--- src/rtl/fsm_seq_driver.sv ---
// Self-test initiator for the x/y -> z sequence responder: resets it, steers it to a target state, checks z.
// Optional build macro FSM_PATH_CHECK_EN also checks z_in against the expected intermediate state during each step.
module fsm_seq_driver #(
  parameter int RST_CYCLES = 1,
  parameter int CNT_W      = 8
) (
  input  logic             clk,
  input  logic             rst,
  input  logic             req,
  input  logic [1:0]       tgt,
  output logic             ready,
  output logic             fsm_rst,
  output logic             x,
  output logic             y,
  input  logic [2:0]       z_in,
  output logic             done,
  output logic             pass,
  output logic [2:0]       err_z,
  output logic [CNT_W-1:0] pass_cnt,
  output logic [CNT_W-1:0] fail_cnt
);

  typedef enum logic [1:0] {
    IDLE  = 2'd0,
    RSTS  = 2'd1,
    STEP  = 2'd2,
    CHECK = 2'd3
  } state_t;

  localparam int             RCW      = (RST_CYCLES > 1) ? $clog2(RST_CYCLES) : 1;
  localparam logic [RCW-1:0] RST_LAST = RCW'(RST_CYCLES - 1);
  localparam logic [CNT_W-1:0] CNT_MAX = {CNT_W{1'b1}};

  state_t           state_r;
  logic [RCW-1:0]   rst_cnt_r;
  logic [1:0]       step_r;
  logic [1:0]       tgt_r;
  logic             fail_r;
  logic             z_mis_s;
  logic             path_mis_s;

  // {x,y} driven during step k (0-based) of the sequence for target t
  function automatic logic [1:0] step_xy(input logic [1:0] t, input logic [1:0] k);
    logic [1:0] xy;
    xy = 2'b00;
    case (k)
      2'd0: xy = (t == 2'd0) ? 2'b11 : 2'b01;
      2'd1: xy = 2'b00;
      2'd2: begin
        case (t)
          2'd1:    xy = 2'b10;
          2'd3:    xy = 2'b11;
          default: xy = 2'b00;
        endcase
      end
      default: xy = 2'b00;
    endcase
    return xy;
  endfunction

  function automatic logic [1:0] last_step(input logic [1:0] t);
    return (t == 2'd0) ? 2'd0 : 2'd2;
  endfunction

  function automatic logic [2:0] final_code(input logic [1:0] t);
    logic [2:0] c;
    case (t)
      2'd0:    c = 3'b001;
      2'd1:    c = 3'b001;
      2'd2:    c = 3'b010;
      2'd3:    c = 3'b101;
      default: c = 3'b000;
    endcase
    return c;
  endfunction

  // Responder state before the edge that ends step k: S7, S10, then S5
  function automatic logic [2:0] path_code(input logic [1:0] k);
    return (k == 2'd2) ? 3'b001 : 3'b000;
  endfunction

  // Final-state and intermediate-state compares against the live z_in
  always_comb begin
    z_mis_s    = 1'b0;
    path_mis_s = 1'b0;
    if (z_in != final_code(tgt_r)) begin
      z_mis_s = 1'b1;
    end else begin
      z_mis_s = 1'b0;
    end
`ifdef FSM_PATH_CHECK_EN
    if (z_in != path_code(step_r)) begin
      path_mis_s = 1'b1;
    end else begin
      path_mis_s = 1'b0;
    end
`else
    path_mis_s = 1'b0;
`endif
  end

  // Sequencer FSM with registered outputs and result bookkeeping
  always_ff @(posedge clk or negedge rst) begin
    if (!rst) begin
      state_r   <= IDLE;
      rst_cnt_r <= '0;
      step_r    <= 2'd0;
      tgt_r     <= 2'd0;
      fail_r    <= 1'b0;
      ready     <= 1'b1;
      fsm_rst   <= 1'b0;
      x         <= 1'b0;
      y         <= 1'b0;
      done      <= 1'b0;
      pass      <= 1'b0;
      err_z     <= 3'b000;
      pass_cnt  <= '0;
      fail_cnt  <= '0;
    end else begin
      done <= 1'b0;
      case (state_r)
        IDLE: begin
          if (req) begin
            state_r   <= RSTS;
            ready     <= 1'b0;
            fsm_rst   <= 1'b1;
            tgt_r     <= tgt;
            rst_cnt_r <= '0;
            step_r    <= 2'd0;
            fail_r    <= 1'b0;
            err_z     <= 3'b000;
          end else begin
            ready <= 1'b1;
          end
        end
        RSTS: begin
          if (rst_cnt_r == RST_LAST) begin
            state_r  <= STEP;
            fsm_rst  <= 1'b0;
            step_r   <= 2'd0;
            {x, y}   <= step_xy(tgt_r, 2'd0);
          end else begin
            rst_cnt_r <= rst_cnt_r + {{(RCW-1){1'b0}}, 1'b1};
          end
        end
        STEP: begin
          // Only the first mismatch of a request is captured in err_z
          if (path_mis_s) begin
            fail_r <= 1'b1;
            if (!fail_r) begin
              err_z <= z_in;
            end
          end
          if (step_r == last_step(tgt_r)) begin
            state_r <= CHECK;
            x       <= 1'b0;
            y       <= 1'b0;
          end else begin
            step_r  <= step_r + 2'd1;
            {x, y}  <= step_xy(tgt_r, step_r + 2'd1);
          end
        end
        CHECK: begin
          state_r <= IDLE;
          ready   <= 1'b1;
          done    <= 1'b1;
          if (fail_r || z_mis_s) begin
            pass <= 1'b0;
            if (!fail_r) begin
              err_z <= z_in;
            end
            if (fail_cnt != CNT_MAX) begin
              fail_cnt <= fail_cnt + {{(CNT_W-1){1'b0}}, 1'b1};
            end
          end else begin
            pass <= 1'b1;
            if (pass_cnt != CNT_MAX) begin
              pass_cnt <= pass_cnt + {{(CNT_W-1){1'b0}}, 1'b1};
            end
          end
        end
        default: begin
          state_r <= IDLE;
          ready   <= 1'b1;
          fsm_rst <= 1'b0;
          x       <= 1'b0;
          y       <= 1'b0;
        end
      endcase
    end
  end

endmodule

--- config.mk ---
export PLATFORM = sky130hd
export DESIGN_NAME = fsm_seq_driver
export DESIGN_NICKNAME = d
export VERILOG_FILES = /design/src/rtl/fsm_seq_driver.sv
export SDC_FILE = /design/constraint.sdc
export NUM_CORES = 1
export LEC_CHECK = 0
export ABC_CLOCK_PERIOD_IN_PS = 1500
export BUFFER_PORTS_ARGS = -buffer_cell sky130_fd_sc_hd__buf_4
export CORE_ASPECT_RATIO = 0.7
export CORE_MARGIN = 4
export CORE_UTILIZATION = 48
export DETAILED_ROUTE_END_ITERATION = 7
export PLACE_DENSITY_LB_ADDON = 0.12
export SLEW_MARGIN = 20
export SYNTH_ARGS = -nofsm -noshare
export SYNTH_HDL_FRONTEND = slang
export SYNTH_SLANG_ARGS = --single-unit
export TNS_END_PERCENT = 1
--- constraint.sdc ---
create_clock -name clk -period 1.5 [get_ports clk]
set_input_delay 0.3 -clock clk [delete_from_list [all_inputs] [get_ports clk]]
set_output_delay 0.3 -clock clk [all_outputs]
set_load 0.01 [all_outputs]
==> reports/qor.yml, run 1 <==
fp.dieW_um: 77.4
slew_violations: 0
cts_buffers: 5
cellPowerDensity_nw_per_um2: 2010
tritoncts: "done"
htree_levels: 2
p_int_w: 0.00311
layout_min_cycle_time_ps: 1630
synth-simple-area-share: 0.193
clockPowerShare: 0.174
violations: "setup timing"
yosys-top-cells-area: "dfrtp_1 (46%), ha_1 (7.0%), nand4_1 (4.6%), mux2_2 (4.2%), xnor2_1 (3.2%)"
end_kind: "register"
clock-sinks: 31
ant_nets: 0
ys_warn_count: 0
design_area_um2: 2450
clk_latency_ps: 290
nets: 247
synth.top_cell.area_share: 0.464
synthAdderAreaFrac: 0.0696
synth_ff_type: "dfrtp_1"
placed_cell_area_um2: 2210
synth_xor_area_frac: 0.0595
area_growth_pct: 51.2
drc: 0
grt-ovfl-total: 0
fin_crit_sh: 1.09
ff2ff_setup_slack_ps: -130
drv_cap: 0
layout-drive-gt1-share: 0.502
worstPathRequired_ps: 1680
p_sw_frac: 0.367
path_max_fanout: 5
outcome: "complete, but fails checks"
synth_seq_cells: 31
synth_top_family_by_area: "simple AND/OR/NAND/NOR gates"
num_io_pins: 33
dieArea_um2: 4380
grt_pass1_wl_um: 7200
ys_top_cells_by_count: "dfrtp_1 (30), nand4_1 (12), nand2_1 (11)"
p_sw_w: 0.00180
instances_no_fill: 269
wl_per_cell_um: 15.9
yosysTopAreaCell: "dfrtp_1"
avgSynthCellArea_um2: 10.7
timing.final.ws_setup_ps: -134
power_frac_comb: 0.543
num_antenna_cells: 0
syn-cell-area_um2: 1620
slew_headroom: 0.736
first_pass_iters: 4
cts_buffer_depth: 2
worst_slew_pin_slew_ps: 396
seq_power_share: 0.284
placedCellCount: 259
start_util: 0.507
antenna_found_initial: 0
syn-num-nets: 168
grt_usage: 0.210
synth_edf_count: 0
die_h_um: 56.6
async_reset_ff_frac: 1.00
setup_viol_count_final: 16
drt_iter0_drc: 69
fp.coreArea_um2: 3190
dp.final_hpwl_um: 3070
syn_inst: 151
root_buffer: "clkbuf_8"
yosysUniqueCellTypes: 39
min_path_type: "primary input to register"
grt_pass1_vias: 1566
synth_compound_area_frac: 0.112
vias_per_cell: 5.52
port_buffers: 32
routabilityCongestion: 0.973
leakage_nw: 1.14
fmax_mhz: 612
yosysSeqAreaShare: 0.480
hold_viol: 0
vias: 1486
crit_type: "register to register"
muxShareOfSynthArea: 0.0572
yosysMostFrequentCell: "dfrtp_1"
routed_wirelength_um: 4290
arrival_ps: 1810
max-vdd-ir-drop_mv: 1.14
grt_setup_unrepaired: "true"
grt_max_degree: 32
clk_pin_slew_ps: 70
num_rows: 17
fin_worst_skew_ps: 9.43
cp-start-kind: "register"
==> cells by family after synthesis <==
| family | count (synthesis) |
|---|---|
| mux | 8 |
| simple gates | 54 |
| compound gates | 26 |
| xor+xnor | 11 |
| buf+inv | 12 |
| flops | 31 |
| fa+ha+maj | 9 |
==> metrics by stage <==
step           TNS, ps  power, W  setup slack (ps)  hold slack (ps)  utilization
2_1_floorplan    -1430   0.00248              -222             4.41            -
3_3_place_gp     -1280   0.00363              -176              255        0.693
3_5_place_dp     -1870   0.00376              -213              256        0.693
4_1_cts          -1220   0.00476              -146              194        0.751
5_1_grt          -2330   0.00523              -168              206        0.767
6_report         -1030   0.00491              -134              208        0.767
==> power groups by stage <==
stage	Clock, W	Combinational (W)	Sequential, W
floorplan	0	0.000991	0.00149
global placement	0	0.00229	0.00134
detailed placement	0	0.00240	0.00136
CTS	0.000864	0.00255	0.00135
global route	0.000908	0.00289	0.00143
finish	0.000852	0.00267	0.00139
==> final cells by class <==
class / count / area [um^2]
Tap cell: 38 / 47.5
Clock inverter: 2 / 35.0
Multi-Input combinational cell: 108 / 893
Inverter: 7 / 26.3
Timing Repair Buffer: 77 / 584
Clock buffer: 6 / 82.6
Sequential cell: 31 / 779
Fill cell: 213 / 742
==> worst paths after layout <==
| kind | from | end | cells past startpoint |
|---|---|---|---|
| worst min-delay path | req | ready | 2 |
| min in group asynchronous | rst | fail_cnt[6] | 2 |
| worst max-delay path | tgt_r[0] | state_r[1] | 5 |
| max in group asynchronous | rst | tgt_r[0] | 2 |
| worst max register to register | tgt_r[0] | state_r[1] | 5 |
| worst min register to register | y | y | 1 |
==> cell usage in the layout, fill, tap and decap left out, drive strengths merged, types with 3 or more instances in the layout <==
master,n
nand2,11
inv,7
xor2,5
mux2,7
a31oi,3
buf,76
clkbuf,6
and3,3
nand3,6
nor2,8
o211ai,4
o21ai,10
xnor2,6
ha,9
a21oi,4
nand4,12
dfrtp,30
==> worst max-delay path, cell delays in order, from the launching register on <==
cell and delay (ps):
dfrtp_2 460, or3_1 380, a21oi_2 170, nor2_2 70, nor2_2 110, mux2_2 340
==> metal layers <==
layer | wire (um) | share of wire | up-vias | GRT usage
li1 | - | - | 700 | -
met1 | 1860 | 0.43 | 741 | 0.254
met2 | 2140 | 0.50 | 39 | 0.364
met3 | 237 | 0.055 | 6 | 0.0641
met4 | 51 | 0.012 | 0 | 0.0584
met5 | 0 | 0 | - | 0
==> flip-flops by register name, indices dropped and copies added, names as in the netlist <==
name	flops
step_r	2
ready	1
x	1
state_r	2
fail_cnt	8
pass_cnt	8
tgt_r	2
done	1
err_z	3
y	1
pass	1
fsm_rst	1
==> repair_timing <==
item,CTS,global route
resized for setup,14,12
endpoints found under the setup margin,21,28
hold buffers,1,0
buffers inserted,1,0
endpoints found under the hold margin,30,0
pin swaps,17,3
(Power assumes the default switching activity.)
==> inputs of run 2 (changes only) <==
Settings changed: PLACE_DENSITY set to 0.77, PLACE_DENSITY_LB_ADDON 0.12 to not set.
==> reports/qor.yml, run 2 (synthesis gave the netlist of run 1 again) <==
timing.rr.end: "state_r[1]"
grt_max_degree: 32  # unchanged
reg2reg_depth: 5  # unchanged
antenna_found_initial: 0  # unchanged
clock-sinks: 31  # unchanged
crit_buf_inv: 0  # unchanged
final_cell_mix: "buf_4 (73), dfrtp_1 (28), nand4_1 (12)"
r2r-start: "tgt_r[1]"
setup_viol_count_final: 18  # +2
worst_slew_pin_slew_ps: 400  # +4.38 ps
htree_levels: 2  # unchanged
min_to: "ready"
grt_setup_unrepaired: "true"
grt_usage: 0.208  # -0.00262
hold_ws_ps: 204  # -3.53 ps
fin_worst_skew_ps: 8.99  # -0.441 ps
placedCellCount: 254  # -1.9%
fillCellCount: 195  # -8.5%
port_buffers: 32  # unchanged
fp.coreArea_um2: 3190  # unchanged
fin_crit_sh: 1.12  # +0.0314
max-vdd-ir-drop_mv: 1.50  # +32%
first_pass_iters: 4  # unchanged
slew_headroom: 0.733  # -0.00292
root_buffer: "clkbuf_8"
layout-drive-gt1-share: 0.515  # +0.0130
num_rows: 17  # unchanged
slowest_stage: "dfrtp_2"
timing.final.ws_setup_ps: -181  # -47.1 ps
clk_pin_slew_ps: 70  # about the same
min_from: "req"
drt_iter0_drc: 85  # +23%
dieArea_um2: 4380  # unchanged
layout_min_cycle_time_ps: 1680  # +47.1 ps
start_util: 0.507  # unchanged
critical-path-top-delay-family: "simple AND/OR/NAND/NOR gates"
ff2ff_setup_slack_ps: -180  # -50 ps
cts_buffer_depth: 2  # unchanged
clk_latency_ps: 290  # about the same
wl_per_cell_um: 16.1  # +1.2%
worstPathCellList: "or3_4 -> a21oi_4 -> nor2_2 -> nor2_2 -> mux2_4"
cp-start-kind: "register"
path_max_fanout: 5  # unchanged
holdPathStages: 2  # unchanged
outcome: "complete, but fails checks"
design_area_um2: 2460  # +0.46%
nets: 247  # unchanged
routabilityCongestion: 0.971  # -0.25%
ant_nets: 0  # unchanged
leakage_nw: 1.15  # +0.13%
vias_per_cell: 5.44  # -1.5%
die_h_um: 56.6  # unchanged
fmax_mhz: 595  # -2.8%
arrival_ps: 1860  # +50 ps
routed_wirelength_um: 4340  # +1.2%
cts_buffers: 5  # unchanged
crit_type: "register to register"
worstPathRequired_ps: 1680  # about the same
drv_cap: 0  # unchanged
cellPowerDensity_nw_per_um2: 2050  # +2.1%
instances_no_fill: 269  # unchanged
dp.final_hpwl_um: 2980  # -3.0%
num_io_pins: 33  # unchanged
grt-ovfl-total: 0  # unchanged
drc: 0  # unchanged
power_w: 0.00504  # +2.5%
slowest_delay_ps: 450  # about the same
slew_violations: 0  # unchanged
grt_pass1_wl_um: 7020  # -2.4%
violations: "setup timing"
cp_common_cell: "nor2_2"
placed_cell_area_um2: 2170  # -1.7%
fp.dieW_um: 77.4  # unchanged
reg_top3: "fail_cnt x8, pass_cnt x8, err_z x3"
hold_viol: 0  # unchanged
end_kind: "register"
vias: 1464  # -1.5%
area_growth_pct: 51.9
grt_pass1_vias: 1522  # -2.8%
num_antenna_cells: 0  # unchanged
final_common_cell: "buf_4"
min_path_type: "primary input to register"
tritoncts: "done"
==> run 2: cell count changes in the layout (fill, tap and decap cells not counted), moves of 2 or more <==
cell	before	now
buf_6	1	3
ha_4	2	0
buf_4	75	73
ha_2	1	3
==> run 2: routing by layer <==
layer | vias to the layer above | GRT usage | part of all wire | wire length, um
met2 | 43 | 0.348 | 0.48 | 2110
met3 | 9 | 0.0593 | 0.066 | 285
met5 | - | 0 | 0 | 0
met4 | 0 | 0.0711 | 0.016 | 68
met1 | 712 | 0.257 | 0.43 | 1880
li1 | 700 | - | - | -
==> run 2: worst max-delay path by stage <==
stage,cells after the start,slack [ps],from,endpoint
final,5,-180,tgt_r[1],state_r[1]
after global routing,5,-240,tgt_r[1],state_r[1]
after CTS,5,-130,tgt_r[1],pass_cnt[6]
after detailed placement,6,-210,z_in[0],pass_cnt[6]
after global placement,6,-160,z_in[0],pass_cnt[6]
after floorplan,5,-220,fail_cnt[0],fail_cnt[1]
==> run 2: final cells by class <==
class / instances / area, um^2 / area share
multi-input cells: 108 / 897 / 0.365
flip-flops and latches: 31 / 779 / 0.317
repair buffers: 77 / 592 / 0.241
clock buffers: 6 / 82.6 / 0.0336
well taps: 38 / 47.5 / 0.0193
clock inverters: 2 / 35.0 / 0.0142
inverters: 7 / 26.3 / 0.0107
==> run 2: timing repair <==
| item | CTS | global route |
|---|---|---|
| setup endpoints to repair | 23 | 24 |
| hold buffers | 1 | 0 |
| buffers inserted | 5 | 1 |
| pin swaps | 10 | 15 |
| gates resized for setup | 8 | 21 |
| cloned | 0 | 0 |
| endpoints found under the hold margin | 30 | 0 |
==> run 2: per-stage QoR <==
step	utilization	setup WS (ps)	setup TNS, ps
CTS	0.743	-126	-1230
floorplan	-	-222	-1430
global placement	0.682	-164	-1240
finish	0.771	-181	-1550
global route	0.771	-235	-2780
detailed placement	0.682	-209	-2250
==> run 2: worst reg2reg max path: cells and delay by family (launching register included) <==
family	cells	cell delay (ps)
AO/OA/AOI/OAI	1	170
flip-flops	1	450
AND/OR/NAND/NOR	3	640
multiplexers	1	310
==> run 2: power breakdown <==
group | leakage, nW | internal (W) | switching, W
Combinational | 0.692 | 0.00151 | 0.00129
Sequential | 0.393 | 0.00114 | 0.000240
Clock | 0.0612 | 0.000537 | 0.000321
Total | 1.15 | 0.00319 | 0.00185
==> inputs of run 3 (changes only) <==
Settings changed: CAP_MARGIN set to 20, CTS_BUF_LIST set to sky130_fd_sc_hd__clkbuf_8 sky130_fd_sc_hd__clkbuf_16, SKIP_CTS_REPAIR_TIMING set to 1.
==> reports/qor.yml, run 3 (synthesis gave the netlist of run 1 again) <==
worstPathRequired_ps: 1670  # about the same
slew_headroom: 0.732  # -0.00141
nets: 245  # -0.81%
dieArea_um2: 4380  # unchanged
num_rows: 17  # unchanged
grt_busiest_layer: "met2"
hold_ws_ps: 201  # -3.76 ps
max-vdd-ir-drop_mv: 1.39  # -7.7%
clk_pin_slew_ps: 70  # about the same
end_kind: "register"
cellPowerDensity_nw_per_um2: 2020  # -1.4%
fin_worst_skew_ps: 9.15  # +0.161 ps
drt_iter0_drc: 89  # +4.7%
arrival_ps: 1840  # -20 ps
crit_type: "register to register"
area_growth_pct: 47.7
tritoncts: "done"
fp.dieW_um: 77.4  # unchanged
routabilityCongestion: 0.971  # unchanged
cts_buffers: 5  # unchanged
worst_slew_pin_slew_ps: 402  # +2.11 ps
slew_violations: 0  # unchanged
drv_cap: 0  # unchanged
fmax_mhz: 601  # +1.1%
min_path_type: "primary input to register"
drc: 0  # unchanged
cts_buffer_depth: 2  # unchanged
fin_crit_sh: 1.11  # -0.0118
layout-drive-gt1-share: 0.472  # -0.0435
fp.coreArea_um2: 3190  # unchanged
power_w: 0.00483  # -4.2%
wl_per_cell_um: 15.5  # -3.7%
outcome: "complete, but fails checks"
start_util: 0.507  # unchanged
vias: 1471  # +0.48%
num_antenna_cells: 0  # unchanged
timing.final.ws_setup_ps: -164  # +17.7 ps
cp-start-kind: "register"
fillCellCount: 220  # +13%
first_pass_iters: 4  # unchanged
reg_top3: "fail_cnt x8, pass_cnt x8, err_z x3"
final_cell_mix: "buf_4 (73), dfrtp_1 (28), nand4_1 (12)"
grt_usage: 0.199  # -0.00899
num_io_pins: 33  # unchanged
root_buffer: "clkbuf_8"
layout_min_cycle_time_ps: 1660  # -17.7 ps
leakage_nw: 1.13  # -1.3%
final_common_cell: "buf_4"
htree_levels: 2  # unchanged
post-place-ws_ps: -209  # unchanged
hold_viol: 0  # unchanged
use_met1: 0.251  # -0.00612
clock-sinks: 31  # unchanged
grt_max_degree: 32  # unchanged
ant_nets: 0  # unchanged
setup_viol_count_final: 18  # unchanged
grt_pass1_vias: 1459  # -4.1%
clk_latency_ps: 290  # about the same
die_h_um: 56.6  # unchanged
placed_cell_area_um2: 2170  # unchanged
antenna_found_initial: 0  # unchanged
design_area_um2: 2390  # -2.8%
dp.final_hpwl_um: 2980  # unchanged
grt_setup_unrepaired: "true"
vias_per_cell: 5.51  # +1.2%
port_buffers: 32  # unchanged
path_max_fanout: 7  # +2
routed_wirelength_um: 4150  # -4.4%
violations: "setup timing"
grtUsageMet2: 0.322  # -0.0258
grt_util_met3: 0.0609  # +0.00160
grt_pass1_wl_um: 6740  # -4.0%
grt-ovfl-total: 0  # unchanged
==> run 3: stage by stage <==
| step | TNS [ps] | std cells | util |
|---|---|---|---|
| after floorplan | -1430 | 151 | - |
| after global placement | -1240 | 254 | 0.682 |
| after detailed placement | -2250 | 254 | 0.682 |
| after CTS | -2850 | 262 | 0.718 |
| after global routing | -3310 | 267 | 0.749 |
| final | -1690 | 267 | 0.749 |
==> run 3: layout make-up <==
cell class / count / area (um^2) / area share
sequential: 31 / 779 / 0.326
multi-input combinational: 108 / 851 / 0.356
clock buffer: 6 / 82.6 / 0.0345
clock inverter: 2 / 35.0 / 0.0147
tap: 38 / 47.5 / 0.0199
inverter: 7 / 26.3 / 0.0110
timing repair buffer: 75 / 569 / 0.238
==> run 3: critical path: stages (launching register included) <==
cell      delay [ps]
dfrtp_2          450
nand3_1           90
o21ai_2           80
buf_4            140
a311oi_2         260
buf_4            190
mux2_2           330
==> run 3: final timing paths <==
check	start	to	slack [ps]	cells after the start
worst max-delay path	tgt_r[1]	fail_cnt[1]	-160	6
max in group asynchronous	rst	tgt_r[0]	700	2
worst max register to register	tgt_r[1]	fail_cnt[1]	-160	6
worst min-delay path	req	ready	200	2
worst min register to register	y	y	480	1
min in group asynchronous	rst	fail_cnt[7]	480	2
==> run 3: layer usage <==
metal | share of wire | vias to the layer above
met5 | 0 | -
met4 | 0.016 | 0
met3 | 0.053 | 9
met2 | 0.48 | 42
met1 | 0.46 | 723
li1 | - | 697
==> run 3: report_power, final <==
| part | internal, W | total (W) | leakage [nW] | switching (W) |
|---|---|---|---|---|
| combinational | 0.00140 | 0.00261 | 0.677 | 0.00120 |
| clock | 0.000537 | 0.000859 | 0.0612 | 0.000322 |
| sequential | 0.00114 | 0.00136 | 0.393 | 0.000218 |
| total | 0.00308 | 0.00483 | 1.13 | 0.00174 |
